--- src/rtl/bcd_convert_seq.sv ---
// Time-shared double-dabble converter for the six clock/date fields; one add-3/shift step per cycle.
// Results collect in shadow registers and reach the outputs together, one cycle after the DONE state.
module bcd_convert_seq #(
  parameter int YEAR_W = 12
) (
  input  logic              clk,
  input  logic              rst,
  input  logic              start,
  input  logic [5:0]        sec_bin,
  input  logic [5:0]        min_bin,
  input  logic [4:0]        hour_bin,
  input  logic [4:0]        day_bin,
  input  logic [3:0]        month_bin,
  input  logic [YEAR_W-1:0] year_bin,
  output logic [7:0]        bcd_ss,
  output logic [7:0]        bcd_mm,
  output logic [7:0]        bcd_hh,
  output logic [7:0]        bcd_dd,
  output logic [7:0]        bcd_mo,
  output logic [15:0]       bcd_yyyy,
  output logic              busy,
  output logic              done
);

  localparam int BW = (YEAR_W > 12) ? YEAR_W : 12;
  localparam int EW = 16 + BW;

  typedef enum logic [2:0] {IDLE, LOAD, SHIFT, STORE, DONE} state_t;

  state_t            state;
  logic [2:0]        fidx;
  logic [3:0]        cnt;
  logic              pending;
  logic [EW-1:0]     eng;
  logic [EW-1:0]     eng_nxt;
  logic [15:0]       bcd_adj;
  logic [BW-1:0]     sel_val;
  logic [BW-1:0]     load_bin;
  logic [3:0]        sel_w;
  logic              take_snap;

  logic [5:0]        snap_ss, snap_mm;
  logic [4:0]        snap_hh, snap_dd;
  logic [3:0]        snap_mo;
  logic [YEAR_W-1:0] snap_yy;
  logic [7:0]        sh_ss, sh_mm, sh_hh, sh_dd, sh_mo;
  logic [15:0]       sh_yy;

  always_comb begin
    sel_val = '0;
    sel_w   = 4'd6;
    case (fidx)
      3'd0:    begin sel_val = BW'(snap_ss); sel_w = 4'd6; end
      3'd1:    begin sel_val = BW'(snap_mm); sel_w = 4'd6; end
      3'd2:    begin sel_val = BW'(snap_hh); sel_w = 4'd5; end
      3'd3:    begin sel_val = BW'(snap_dd); sel_w = 4'd5; end
      3'd4:    begin sel_val = BW'(snap_mo); sel_w = 4'd4; end
      default: begin sel_val = BW'(snap_yy); sel_w = 4'(YEAR_W); end
    endcase
    // left-justify so the field MSB leads the shift into the BCD part
    load_bin = sel_val << (4'(BW) - sel_w);
  end

  always_comb begin
    bcd_adj = '0;
    for (int n = 0; n < 4; n++) begin
      bcd_adj[4*n +: 4] = (eng[BW+4*n +: 4] >= 4'd5) ? eng[BW+4*n +: 4] + 4'd3
                                                     : eng[BW+4*n +: 4];
    end
    eng_nxt = {bcd_adj, eng[BW-1:0]} << 1;
  end

  assign take_snap = ((state == IDLE) && start) || ((state == DONE) && (pending || start));

  always_ff @(posedge clk) begin
    if (rst) begin
      snap_ss <= '0;
      snap_mm <= '0;
      snap_hh <= '0;
      snap_dd <= '0;
      snap_mo <= '0;
      snap_yy <= '0;
    end else if (take_snap) begin
      snap_ss <= sec_bin;
      snap_mm <= min_bin;
      snap_hh <= hour_bin;
      snap_dd <= day_bin;
      snap_mo <= month_bin;
      snap_yy <= year_bin;
    end
  end

  always_ff @(posedge clk) begin
    if (rst) begin
      state    <= IDLE;
      fidx     <= '0;
      cnt      <= '0;
      pending  <= 1'b0;
      eng      <= '0;
      busy     <= 1'b0;
      done     <= 1'b0;
      sh_ss    <= '0;
      sh_mm    <= '0;
      sh_hh    <= '0;
      sh_dd    <= '0;
      sh_mo    <= '0;
      sh_yy    <= '0;
      bcd_ss   <= '0;
      bcd_mm   <= '0;
      bcd_hh   <= '0;
      bcd_dd   <= '0;
      bcd_mo   <= '0;
      bcd_yyyy <= '0;
    end else begin
      done <= 1'b0;
      case (state)
        IDLE: begin
          busy <= start;
          fidx <= '0;
          if (start) state <= LOAD;
        end
        LOAD: begin
          busy    <= 1'b1;
          pending <= pending | start;
          eng     <= {16'd0, load_bin};
          cnt     <= sel_w;
          state   <= SHIFT;
        end
        SHIFT: begin
          busy    <= 1'b1;
          pending <= pending | start;
          eng     <= eng_nxt;
          cnt     <= cnt - 4'd1;
          if (cnt == 4'd1) state <= STORE;
        end
        STORE: begin
          pending <= pending | start;
          case (fidx)
            3'd0:    sh_ss <= eng[BW +: 8];
            3'd1:    sh_mm <= eng[BW +: 8];
            3'd2:    sh_hh <= eng[BW +: 8];
            3'd3:    sh_dd <= eng[BW +: 8];
            3'd4:    sh_mo <= eng[BW +: 8];
            default: sh_yy <= eng[BW +: 16];
          endcase
          if (fidx == 3'd5) begin
            busy  <= 1'b0;
            state <= DONE;
          end else begin
            busy  <= 1'b1;
            fidx  <= fidx + 3'd1;
            state <= LOAD;
          end
        end
        DONE: begin
          bcd_ss   <= sh_ss;
          bcd_mm   <= sh_mm;
          bcd_hh   <= sh_hh;
          bcd_dd   <= sh_dd;
          bcd_mo   <= sh_mo;
          bcd_yyyy <= sh_yy;
          done     <= 1'b1;
          pending  <= 1'b0;
          fidx     <= '0;
          // a request seen during the run (or right now) restarts without an IDLE gap
          busy     <= pending | start;
          state    <= (pending || start) ? LOAD : IDLE;
        end
        default: begin
          busy  <= 1'b0;
          state <= IDLE;
        end
      endcase
    end
  end

endmodule
--- config.mk ---
export PLATFORM = sky130hd
export DESIGN_NAME = bcd_convert_seq
export DESIGN_NICKNAME = d
export VERILOG_FILES = /design/src/rtl/bcd_convert_seq.sv
export SDC_FILE = /design/constraint.sdc
export NUM_CORES = 1
export LEC_CHECK = 0
export CORE_MARGIN = 5
export CORE_UTILIZATION = 60
export DETAILED_ROUTE_END_ITERATION = 7
export PLACE_DENSITY_LB_ADDON = 0.3
export SLEW_MARGIN = 15
export SYNTH_ARGS = -nofsm -noshare
export SYNTH_HDL_FRONTEND = slang
export SYNTH_SLANG_ARGS = --single-unit
--- constraint.sdc ---
create_clock -name clk -period 5.1 [get_ports clk]
set_input_delay 0.51 -clock clk [delete_from_list [all_inputs] [get_ports clk]]
set_output_delay 0.51 -clock clk [all_outputs]
set_load 0.02 [all_outputs]
==> impl_metrics.sql, run 1 <==
INSERT INTO impl_metrics (metric_group, metric, value, unit) VALUES
('global_route', 'grt_max_degree', '133', ''),
('placement', 'dpl-instance-area', '9070', 'sq um'),
('critical_path', 'worstSetupEndpointType', 'register', ''),
('floorplanning', 'fp.dieW', '126', 'microns'),
('placement', 'detailed_place_hpwl', '13000', 'microns'),
('final_layout', 'ratio_of_cells_with_drive_above_1_in_the_final_layout', '6.03', '%'),
('critical_path', 'critical_path.startpoint_type', 'register', ''),
('pwr', 'worst_ir_drop_vdd', '0.213', 'mV'),
('timing', 'layout_setup_ws', '1380', 'ps'),
('timing', 'timing.max_slew.rel_slack', '27.0', '%'),
('critical_path', 'worstPathMaxFanout', '18', ''),
('critical_path', 'ff2ff_path_depth', '10', ''),
('clock_tree', 'cts.sinks', '191', ''),
('timing', 'whs', '449', 'ps'),
('synth', 'register_area_share_after_synthesis', '47.1', '%'),
('clock_tree', 'tritoncts_clock_tree', 'built', ''),
('synth', 'synthFlopType', 'sky130_fd_sc_hd__dfxtp_1', ''),
('clock_tree', 'cts.repair_timing.setup_buffer_count', '0', ''),
('final_layout', 'synthToLayoutAreaGrowth', '19.3', '%'),
('placement', 'number_of_buffer_cells_added_on_primary_ports', '98', ''),
('drt', 'num_vias', '7032', ''),
('min_path', 'holdCritStartpoint', 'sh_yy[8]', ''),
('min_path', 'cell_count_of_the_worst_hold_path', '2', ''),
('synth', 'mean_post_synth_cell_area', '8.14', 'sq um'),
('synth', 'synth_enable_flop_cells', '0', ''),
('critical_path', 'worst-endpoint-arrival', '4090', 'ps'),
('drt', 'route.antenna.remaining_nets', '0', ''),
('timing', 'finalClockSkew', '11.0', 'ps'),
('min_path', 'timing.hold.worst_endpoint', 'bcd_yyyy[8]', ''),
('timing', 'max_slew.worst_pin.slew', '1090', 'ps'),
('synth', 'synth_fa_ha_area_share', '2.62', '%'),
('placement', 'setup_slack_placement', '1510', 'ps'),
('timing', 'slew_viol_final', '0', ''),
('timing', 'unrepaired_setup_endpoints_after_global_routing', 'no', ''),
('clock_tree', 'post_cts.resized_instances', '0', ''),
('synth', 'synthMuxAreaShare', '6.06', '%'),
('min_path', 'min_path_type', 'register to register', ''),
('run_status', 'status', 'finished clean', ''),
('placement', 'finalWeightedCongestion', '0.901', ''),
('synth', 'count_of_unique_library_cells_instantiated_by_yosys', '69', ''),
('clock_tree', 'clockBufferDepth', '2', ''),
('global_route', 'initial_antenna_violation_count', '0', ''),
('synth', 'postSynthRegisterBits', '191', ''),
('floorplanning', 'floorplan.die_area', '15900', 'sq um'),
('critical_path', 'critPathKind', 'register to register', ''),
('timing', 'clock.fmax', '0.269', 'GHz'),
('timing', 'tns', '0', 'ps'),
('synth', 'synth_compound_gate_area_share', '18.0', '%'),
('floorplanning', 'std_cell_rows', '42', ''),
('pwr', 'power.static_leakage', '3.24', 'nW'),
('timing', 'min_period', '3720', 'ps'),
('synth', 'postSynthCellCount', '997', ''),
('clock_tree', 'clock-root-buffer', 'sky130_fd_sc_hd__clkbuf_16', ''),
('floorplanning', 'die-height', '126', 'microns'),
('critical_path', 'timing.critical_path.required', '5470', 'ps'),
('final_layout', 'commonest_non_fill_non_tap_cell_in_the_layout', 'sky130_fd_sc_hd__nand2_1', ''),
('final_layout', 'final_area', '9680', 'sq um'),
('global_route', 'first_global_vias', '6577', ''),
('drt', 'first_pass_iters', '5', ''),
('timing', 'final.period_utilization', '72.9', '%'),
('synth', 'asyncSetResetFlopFracSynth', '0', '%'),
('synth', 'synth_top_family_by_area', 'simple AND/OR/NAND/NOR gates', ''),
('drt', 'routed_via_density', '5.68', ''),
('floorplanning', 'floorplan.initialDensity', '61.3', '%'),
('job', 'cap_viol_max_count', '0', ''),
('synth', 'synth_xor_xnor_area_share', '0.756', '%'),
('synth', 'synth-simple-area-share', '20.8', '%'),
('drt', 'route.final.wire_length', '19500', 'microns'),
('synth', 'post_synth_instance_area', '8110', 'sq um'),
('clock_tree', 'clkLatencyLatePin', '430', 'ps'),
('synth', 'synth.net_count', '1055', '');
-- worst max path at each step --
stage / cells past startpoint / end / slack (ps) / from
after floorplan: 14 / eng[10] / 2320 / fidx[2]
after global placement: 10 / eng[10] / 1610 / fidx[2]
after detailed placement: 10 / eng[10] / 1510 / fidx[2]
after CTS: 10 / eng[10] / 1490 / fidx[2]
after global routing: 10 / eng[10] / 1180 / fidx[2]
final: 10 / eng[10] / 1380 / fidx[2]
-- critical path: stages (launching register included) --
cell	delay, ps
sky130_fd_sc_hd__dfxtp_1	740
sky130_fd_sc_hd__inv_1	260
sky130_fd_sc_hd__ha_1	350
sky130_fd_sc_hd__nand2b_2	320
sky130_fd_sc_hd__inv_4	190
sky130_fd_sc_hd__ha_1	380
sky130_fd_sc_hd__inv_1	170
sky130_fd_sc_hd__nor4_1	750
sky130_fd_sc_hd__a31oi_1	220
sky130_fd_sc_hd__o22ai_1	160
sky130_fd_sc_hd__a311o_1	130
-- state kept, by name, indices dropped and copies added, names as in the netlist, 5 cells and up --
signal / flops
bcd_dd: 8
snap_ss: 6
snap_mm: 6
bcd_yyyy: 16
bcd_mm: 8
eng: 28
sh_hh: 8
bcd_hh: 8
snap_dd: 5
snap_hh: 5
bcd_mo: 8
sh_mm: 8
sh_dd: 8
bcd_ss: 8
sh_ss: 8
snap_yy: 12
sh_yy: 16
sh_mo: 8
-- where the power goes --
part | internal, W | total, W | leakage, nW | switching [W]
clock network | 0.000721 | 0.00133 | 0.297 | 0.000607
logic | 0.0000994 | 0.000251 | 1.40 | 0.000151
registers | 0.00153 | 0.00157 | 1.55 | 0.0000347
total | 0.00235 | 0.00314 | 3.24 | 0.000793
-- Yosys cell counts, types with 3 or more instances --
library cell               number  area (sq um)
sky130_fd_sc_hd__clkbuf_1      56           210
sky130_fd_sc_hd__buf_1          3          11.3
sky130_fd_sc_hd__o21ai_0       22           110
sky130_fd_sc_hd__nor2b_1        3          18.8
sky130_fd_sc_hd__nor2_2         3          18.8
sky130_fd_sc_hd__ha_1          17           213
sky130_fd_sc_hd__inv_1         20          75.1
sky130_fd_sc_hd__nor3_1        16          80.1
sky130_fd_sc_hd__mux2i_1       39           390
sky130_fd_sc_hd__nand3b_1       5          37.5
sky130_fd_sc_hd__nor2_1        77           289
sky130_fd_sc_hd__a31oi_1        7          43.8
sky130_fd_sc_hd__a32oi_1        3          26.3
sky130_fd_sc_hd__a211oi_1       4          30.0
sky130_fd_sc_hd__buf_2         10          50.1
sky130_fd_sc_hd__a22o_1         3          26.3
sky130_fd_sc_hd__xnor2_1        5          43.8
sky130_fd_sc_hd__o22ai_1        9          56.3
sky130_fd_sc_hd__o32ai_1        3          26.3
sky130_fd_sc_hd__nand2_1      256           961
sky130_fd_sc_hd__nand2b_1       5          31.3
sky130_fd_sc_hd__o221ai_1       3          26.3
sky130_fd_sc_hd__dfxtp_1      191          3820
sky130_fd_sc_hd__nand3_1        7          35.0
sky130_fd_sc_hd__a22oi_1       17           128
sky130_fd_sc_hd__a21oi_1      146           731
sky130_fd_sc_hd__mux4_2         3          67.6
sky130_fd_sc_hd__nor4_1         3          18.8
sky130_fd_sc_hd__o211ai_1       7          52.6
-- stage by stage --
step | utilization, % | total power (W) | std cells
finish | 73.1 | 0.00314 | 1238
global route | 73.1 | 0.00325 | 1238
CTS | 73.1 | 0.00315 | 1238
global placement | 68.5 | 0.00184 | 1206
floorplan | - | 0.00176 | 997
detailed placement | 68.5 | 0.00185 | 1206
-- kinds of logic (layout without fill, tap and decap cells) --
group | after synthesis | after routing
AO/OA/AOI/OAI | 246 | 246
XOR/XNOR | 7 | 7
adder cells (fa/ha/maj) | 17 | 17
buffers and inverters | 93 | 158
flip-flops | 191 | 191
multiplexers | 45 | 45
AND/OR/NAND/NOR | 398 | 398
-- routing by layer --
metal | share of wire (%) | global-route usage, % | up-vias
li1 | - | - | 3502
met1 | 46 | 33.0 | 3308
met2 | 48 | 39.8 | 191
met3 | 4.6 | 4.23 | 31
met4 | 1.6 | 7.38 | 0
met5 | 0 | 0 | -
-- cell type report --
class	count	area (sq um)
Clock buffer	19	453
Inverter	22	85.1
Tap cell	176	220
Multi-Input combinational cell	713	3920
Fill cell	1042	3570
Clock inverter	13	149
Timing Repair Buffer	104	1030
Sequential cell	191	3820
Power figures use the tool's default switching activity.
==> run 2, diff against run 1 <==
Settings changed: CORE_UTILIZATION 60 to 50.
Clock period 5.1 ns to 3.1 ns, I/O delays scaled along.
==> run 2 against run 1 <==
Net effect: first-iteration DRC count fell by 15%; die area increased by 18%; combinational power up 65%; critical endpoint unchanged; highest routed layer unchanged.
==> impl_metrics.sql, run 2 (same netlist as run 1, synthesis figures left out) <==
INSERT INTO impl_metrics (metric_group, metric, value, unit) VALUES
('timing', 'tns', '0', 'ps'),
('drt', 'routed_via_density', '5.43', ''),
('placement', 'dp_cells', '1257', ''),
('global_route', 'initial_antenna_violation_count', '0', ''),
('clock_tree', 'cts.sinks', '191', ''),
('clock_tree', 'clockBufferDepth', '2', ''),
('timing', 'layout_setup_ws', '262', 'ps'),
('timing', 'slew_viol_final', '0', ''),
('final_layout', 'antenna_cells_inserted', '0', ''),
('global_route', 'total_global_routing_track_utilization', '20.8', '%'),
('critical_path', 'timing.critical_path.to', 'eng[10]', ''),
('floorplanning', 'fp.dieW', '137', 'microns'),
('clock_tree', 'clock-root-buffer', 'sky130_fd_sc_hd__clkbuf_16', ''),
('timing', 'unrepaired_setup_endpoints_after_global_routing', 'no', ''),
('clock_tree', 'post_cts.resized_instances', '0', ''),
('drt', 'first_pass_iters', '5', ''),
('critical_path', 'cp_num_cells', '11', ''),
('critical_path', 'ff2ff_path_depth', '11', ''),
('final_layout', 'commonest_non_fill_non_tap_cell_in_the_layout', 'sky130_fd_sc_hd__nand2_1', ''),
('drt', 'route.final.wire_length', '19500', 'microns'),
('floorplanning', 'placeableCoreArea', '15900', 'sq um'),
('final_layout', 'largestRegisters', 'eng: 28 flops, bcd_yyyy: 16 flops, sh_yy: 16 flops', ''),
('timing', 'max_slew.worst_pin.slew', '1020', 'ps'),
('global_route', 'grt_max_degree', '71', ''),
('timing', 'final.period_utilization', '91.6', '%'),
('timing', 'finalClockSkew', '9.93', 'ps'),
('final_layout', 'fin_cells', '1289', ''),
('clock_tree', 'cts.hold.buffers_added', '0', ''),
('pwr', 'power.static_leakage', '3.31', 'nW'),
('critical_path', 'slowest_delay', '410', 'ps'),
('timing', 'min_period', '2840', 'ps'),
('drt', 'num_vias', '7004', ''),
('placement', 'setup_slack_placement', '290', 'ps'),
('final_layout', 'finalNetCount', '1118', ''),
('global_route', 'first_global_vias', '6280', ''),
('global_route', 'grt_first_pass_wirelength', '31600', 'microns'),
('critical_path', 'rr_endpoint', 'eng[10]', ''),
('final_layout', 'fin_util', '62.1', '%'),
('timing', 'timing.max_slew.rel_slack', '32.0', '%'),
('run_status', 'status', 'finished clean', ''),
('placement', 'number_of_buffer_cells_added_on_primary_ports', '98', ''),
('final_layout', 'regArea', '3820', 'sq um'),
('pwr', 'p_per_area', '541', 'nW/um^2'),
('floorplanning', 'std_cell_rows', '46', ''),
('critical_path', 'setup.worst_path.start', 'fidx[0]', ''),
('final_layout', 'layout.cells.most_common_list', 'sky130_fd_sc_hd__nand2_1 (255), sky130_fd_sc_hd__dfxtp_1 (191), sky130_fd_sc_hd__a21oi_1 (146), sky130_fd_sc_hd__clkdlybuf4s50_1 (97), sky130_fd_sc_hd__nor2_1 (77)', ''),
('critical_path', 'critical_path.cell_chain', 'inv_1 -> ha_1 -> nand2b_4 -> nand2b_2 -> inv_4 -> ha_1 -> clkinv_1 -> mux4_2 -> a31oi_1 -> o22ai_1 -> a311o_1', ''),
('clock_tree', 'htree_num_levels', '4', ''),
('drt', 'route.antenna.remaining_nets', '0', ''),
('clock_tree', 'clkLatencyLatePin', '440', 'ps'),
('clock_tree', 'tritoncts_clock_tree', 'built', ''),
('critical_path', 'regToRegStartpoint', 'fidx[0]', ''),
('clock_tree', 'cts-buffers-inserted', '17', ''),
('critical_path', 'crit_buf_inv', '3', ''),
('final_layout', 'multi_input_comb_area', '3920', 'sq um'),
('floorplanning', 'ioPinCount', '99', ''),
('drt', 'drt_iter0_drc', '531', ''),
('critical_path', 'timing.critical_path.max_delay_family', 'adder cells', ''),
('critical_path', 'worstSetupEndpointType', 'register', ''),
('clock_tree', 'worst_setup_hold_path_clk_slew', '80', 'ps'),
('critical_path', 'critPathKind', 'register to register', ''),
('final_layout', 'ratio_of_cells_with_drive_above_1_in_the_final_layout', '6.99', '%'),
('floorplanning', 'floorplan.die_area', '18900', 'sq um'),
('job', 'cap_viol_max_count', '0', ''),
('placement', 'detailed_place_hpwl', '13000', 'microns'),
('critical_path', 'worst_path_most_repeated_cell', 'sky130_fd_sc_hd__ha_1', ''),
('final_layout', 'regMostFlops', 'eng', ''),
('critical_path', 'worst_path_max_delay_cell', 'sky130_fd_sc_hd__ha_1', ''),
('timing', 'hold_violations', '0', ''),
('critical_path', 'worstPathMaxFanout', '11', ''),
('critical_path', 'timing.critical_path.required', '3430', 'ps'),
('critical_path', 'internal_reg_to_reg_setup_slack', '260', 'ps'),
('final_layout', 'synthToLayoutAreaGrowth', '21.5', '%'),
('timing', 'clock.fmax', '0.352', 'GHz'),
('critical_path', 'critical_path.startpoint_type', 'register', ''),
('min_path', 'min_path_type', 'input pin to register', ''),
('floorplanning', 'floorplan.initialDensity', '51.1', '%'),
('critical_path', 'worst-endpoint-arrival', '3160', 'ps'),
('final_layout', 'largest_register_ff_count', '28', ''),
('timing', 'finalSetupViolations', '0', ''),
('drt', 'wl_per_cell', '15.1', 'microns'),
('final_layout', 'fillerInstances', '1446', ''),
('floorplanning', 'die-height', '137', 'microns'),
('global_route', 'grt_remaining_overflow', '0', ''),
('timing', 'whs', '282', 'ps'),
('placement', 'finalWeightedCongestion', '0.937', ''),
('drt', 'drc', '0', ''),
('clock_tree', 'cts.repair_timing.setup_buffer_count', '0', ''),
('pwr', 'worst_ir_drop_vdd', '0.494', 'mV');
-- run 2: changes by cell type in the layout (fill, tap and decap cells not counted) --
cell	delta
sky130_fd_sc_hd__buf_4	+10
sky130_fd_sc_hd__bufinv_16	+2
sky130_fd_sc_hd__clkinv_2	-1
sky130_fd_sc_hd__clkinv_4	-2
sky130_fd_sc_hd__buf_12	+1
sky130_fd_sc_hd__inv_6	-2
sky130_fd_sc_hd__inv_8	+2
sky130_fd_sc_hd__clkbuf_8	-1
sky130_fd_sc_hd__clkinvlp_4	+3
sky130_fd_sc_hd__clkinv_8	-1
-- run 2: final cells by class --
cell class / count / share of cell area (%)
inverter: 22 / 0.863
timing repair buffer: 115 / 11.4
multi-input combinational: 713 / 39.8
sequential: 191 / 38.8
clock buffer: 18 / 4.46
clock inverter: 14 / 2.01
tap: 216 / 2.74
-- run 2: how the worst min path moves through the flow --
stage,depth (start not counted),endpoint,from
global route,2,eng[0],rst
floorplan,2,bcd_hh[0],sh_hh[0]
CTS,2,eng[0],rst
global placement,2,bcd_mm[3],sh_mm[3]
detailed placement,2,bcd_mo[0],sh_mo[0]
finish,2,eng[0],rst
-- run 2: metal layers --
layer	part of all wire [%]	track usage (%)	up-vias
met5	0	0	-
met4	1.8	7.26	0
met3	5.2	3.80	29
met2	46	32.4	164
met1	47	29.1	3279
li1	-	-	3532
-- run 2: where the power goes --
part           switching [W]  leakage (nW)  internal [W]
Combinational       0.000250          1.46      0.000165
Clock                0.00101         0.302       0.00132
Sequential         0.0000590          1.55       0.00252
Total                0.00132          3.31       0.00401
-- run 2: stage by stage --
step | instance area [sq um] | total power (W)
floorplan | 8110 | 0.00290
global placement | 9220 | 0.00305
detailed placement | 9220 | 0.00305
CTS | 9860 | 0.00536
global route | 9860 | 0.00551
finish | 9860 | 0.00533
==> run 3, diff against run 2 <==
Settings changed: CORE_UTILIZATION 50 to 38, CTS_CLUSTER_DIAMETER set to 40.
==> run 3 against run 2 <==
Net effect: clock power decreased by 7%; clock skew is 1.6 ps higher; combinational power rose by 2%; final area rose by 0.23%; worst hold slack better by 49 ps; largest cell class unchanged; via count fell by 3.1%; register-to-register slack better by 80 ps; die area rose by 29%; first-iteration DRC count is 10% lower; sequential power about the same.
==> impl_metrics.sql, run 3 (same netlist as run 1, synthesis figures left out) <==
INSERT INTO impl_metrics (metric_group, metric, value, unit) VALUES
('run_status', 'status', 'finished clean', ''),
('critical_path', 'critical_path.startpoint_type', 'register', ''),
('critical_path', 'worst_path_max_delay_cell', 'sky130_fd_sc_hd__ha_1', ''),
('global_route', 'grt_first_pass_wirelength', '33600', 'microns'),
('drt', 'wl_per_cell', '14.8', 'microns'),
('critical_path', 'critical_path.cell_chain', 'inv_1 -> ha_1 -> nand2b_4 -> nand2b_2 -> inv_4 -> ha_1 -> clkinv_1 -> mux4_2 -> a31oi_1 -> o22ai_1 -> a311o_1', ''),
('pwr', 'power.static_leakage', '3.28', 'nW'),
('timing', 'timing.max_slew.rel_slack', '53.6', '%'),
('timing', 'tns', '0', 'ps'),
('final_layout', 'largestRegisters', 'eng: 28 flops, bcd_yyyy: 16 flops, sh_yy: 16 flops', ''),
('placement', 'number_of_buffer_cells_added_on_primary_ports', '98', ''),
('drt', 'route.final.wire_length', '20000', 'microns'),
('clock_tree', 'clock-root-buffer', 'sky130_fd_sc_hd__clkbuf_16', ''),
('clock_tree', 'cts.hold.buffers_added', '0', ''),
('final_layout', 'fillerInstances', '2067', ''),
('clock_tree', 'clkLatencyLatePin', '440', 'ps'),
('floorplanning', 'fp.dieW', '156', 'microns'),
('floorplanning', 'die-height', '156', 'microns'),
('timing', 'final.period_utilization', '88.9', '%'),
('critical_path', 'critPathKind', 'register to register', ''),
('timing', 'min_period', '2750', 'ps'),
('global_route', 'first_global_vias', '6575', ''),
('placement', 'setup_slack_placement', '351', 'ps'),
('clock_tree', 'cts.sinks', '191', ''),
('critical_path', 'worstPathMaxFanout', '11', ''),
('min_path', 'min_path_type', 'input pin to register', ''),
('drt', 'routed_via_density', '5.03', ''),
('placement', 'dp_cells', '1318', ''),
('global_route', 'grt_max_degree', '93', ''),
('drt', 'drt_iter0_drc', '476', ''),
('final_layout', 'synthToLayoutAreaGrowth', '21.8', '%'),
('timing', 'unrepaired_setup_endpoints_after_global_routing', 'no', ''),
('final_layout', 'regArea', '3820', 'sq um'),
('global_route', 'grt_remaining_overflow', '0', ''),
('clock_tree', 'cts-buffers-inserted', '17', ''),
('drt', 'drc', '0', ''),
('floorplanning', 'std_cell_rows', '53', ''),
('floorplanning', 'floorplan.die_area', '24400', 'sq um'),
('final_layout', 'fin_cells', '1350', ''),
('clock_tree', 'clockBufferDepth', '2', ''),
('final_layout', 'regMostFlops', 'eng', ''),
('clock_tree', 'post_cts.resized_instances', '0', ''),
('timing', 'clock.fmax', '0.363', 'GHz'),
('drt', 'num_vias', '6785', ''),
('floorplanning', 'floorplan.initialDensity', '38.6', '%'),
('job', 'cap_viol_max_count', '0', ''),
('critical_path', 'worst_path_most_repeated_cell', 'sky130_fd_sc_hd__ha_1', ''),
('timing', 'hold_violations', '0', ''),
('clock_tree', 'worst_setup_hold_path_clk_slew', '80', 'ps'),
('floorplanning', 'placeableCoreArea', '21000', 'sq um'),
('timing', 'finalSetupViolations', '0', ''),
('timing', 'slew_viol_final', '0', ''),
('final_layout', 'commonest_non_fill_non_tap_cell_in_the_layout', 'sky130_fd_sc_hd__nand2_1', ''),
('critical_path', 'timing.critical_path.max_delay_family', 'adder cells', ''),
('drt', 'first_pass_iters', '5', ''),
('pwr', 'worst_ir_drop_vdd', '0.365', 'mV'),
('placement', 'detailed_place_hpwl', '13600', 'microns'),
('clock_tree', 'cts.repair_timing.setup_buffer_count', '0', ''),
('critical_path', 'worst-endpoint-arrival', '3090', 'ps'),
('drt', 'route.antenna.remaining_nets', '0', ''),
('timing', 'layout_setup_ws', '345', 'ps'),
('final_layout', 'finalNetCount', '1120', ''),
('critical_path', 'slowest_delay', '400', 'ps'),
('clock_tree', 'htree_num_levels', '4', ''),
('critical_path', 'timing.critical_path.required', '3430', 'ps'),
('final_layout', 'largest_register_ff_count', '28', ''),
('final_layout', 'ratio_of_cells_with_drive_above_1_in_the_final_layout', '7.16', '%'),
('final_layout', 'layout.cells.most_common_list', 'sky130_fd_sc_hd__nand2_1 (255), sky130_fd_sc_hd__dfxtp_1 (191), sky130_fd_sc_hd__a21oi_1 (146), sky130_fd_sc_hd__clkdlybuf4s50_1 (97), sky130_fd_sc_hd__nor2_1 (77)', ''),
('critical_path', 'worstSetupEndpointType', 'register', ''),
('global_route', 'total_global_routing_track_utilization', '16.7', '%'),
('final_layout', 'antenna_cells_inserted', '0', ''),
('placement', 'finalWeightedCongestion', '0.895', ''),
('critical_path', 'crit_buf_inv', '3', ''),
('timing', 'finalClockSkew', '11.5', 'ps'),
('global_route', 'initial_antenna_violation_count', '0', ''),
('final_layout', 'multi_input_comb_area', '3920', 'sq um'),
('pwr', 'p_per_area', '523', 'nW/um^2'),
('clock_tree', 'tritoncts_clock_tree', 'built', ''),
('timing', 'max_slew.worst_pin.slew', '696', 'ps'),
('floorplanning', 'ioPinCount', '99', '');
-- run 3: stage by stage --
step	power, W	area (sq um)	util, %	hold WS, ps
CTS	0.00522	9880	47.0	340
global placement	0.00306	9300	44.2	437
global route	0.00538	9880	47.0	376
finish	0.00516	9880	47.0	330
floorplan	0.00290	8110	-	431
detailed placement	0.00306	9300	44.2	445
-- run 3: worst paths after layout --
kind / slack, ps / startpoint / end / depth (start not counted)
worst max-delay path: 350 / fidx[0] / eng[10] / 11
worst min-delay path: 330 / rst / eng[0] / 2
worst max register to register: 350 / fidx[0] / eng[10] / 11
worst min register to register: 450 / sh_mm[4] / bcd_mm[4] / 2
-- run 3: layout make-up --
type | count | area share, %
Clock buffer | 17 | 4.31
Tap cell | 275 | 3.48
Timing Repair Buffer | 117 | 11.4
Clock inverter | 15 | 1.60
Sequential cell | 191 | 38.7
Multi-Input combinational cell | 713 | 39.7
Inverter | 22 | 0.861
-- run 3: metal layers --
metal | global-route usage (%) | vias up | wire length, microns
met4 | 4.42 | 0 | 284
met2 | 25.9 | 156 | 8900
li1 | - | 3521 | -
met1 | 23.5 | 3078 | 9800
met3 | 3.72 | 30 | 1050
met5 | 0 | - | 0
-- run 3: report_power, final --
part / total, W / switching, W / internal [W]
sequential: 0.00258 / 0.0000577 / 0.00252
combinational: 0.000423 / 0.000256 / 0.000167
clock: 0.00217 / 0.00103 / 0.00114
total: 0.00516 / 0.00134 / 0.00382
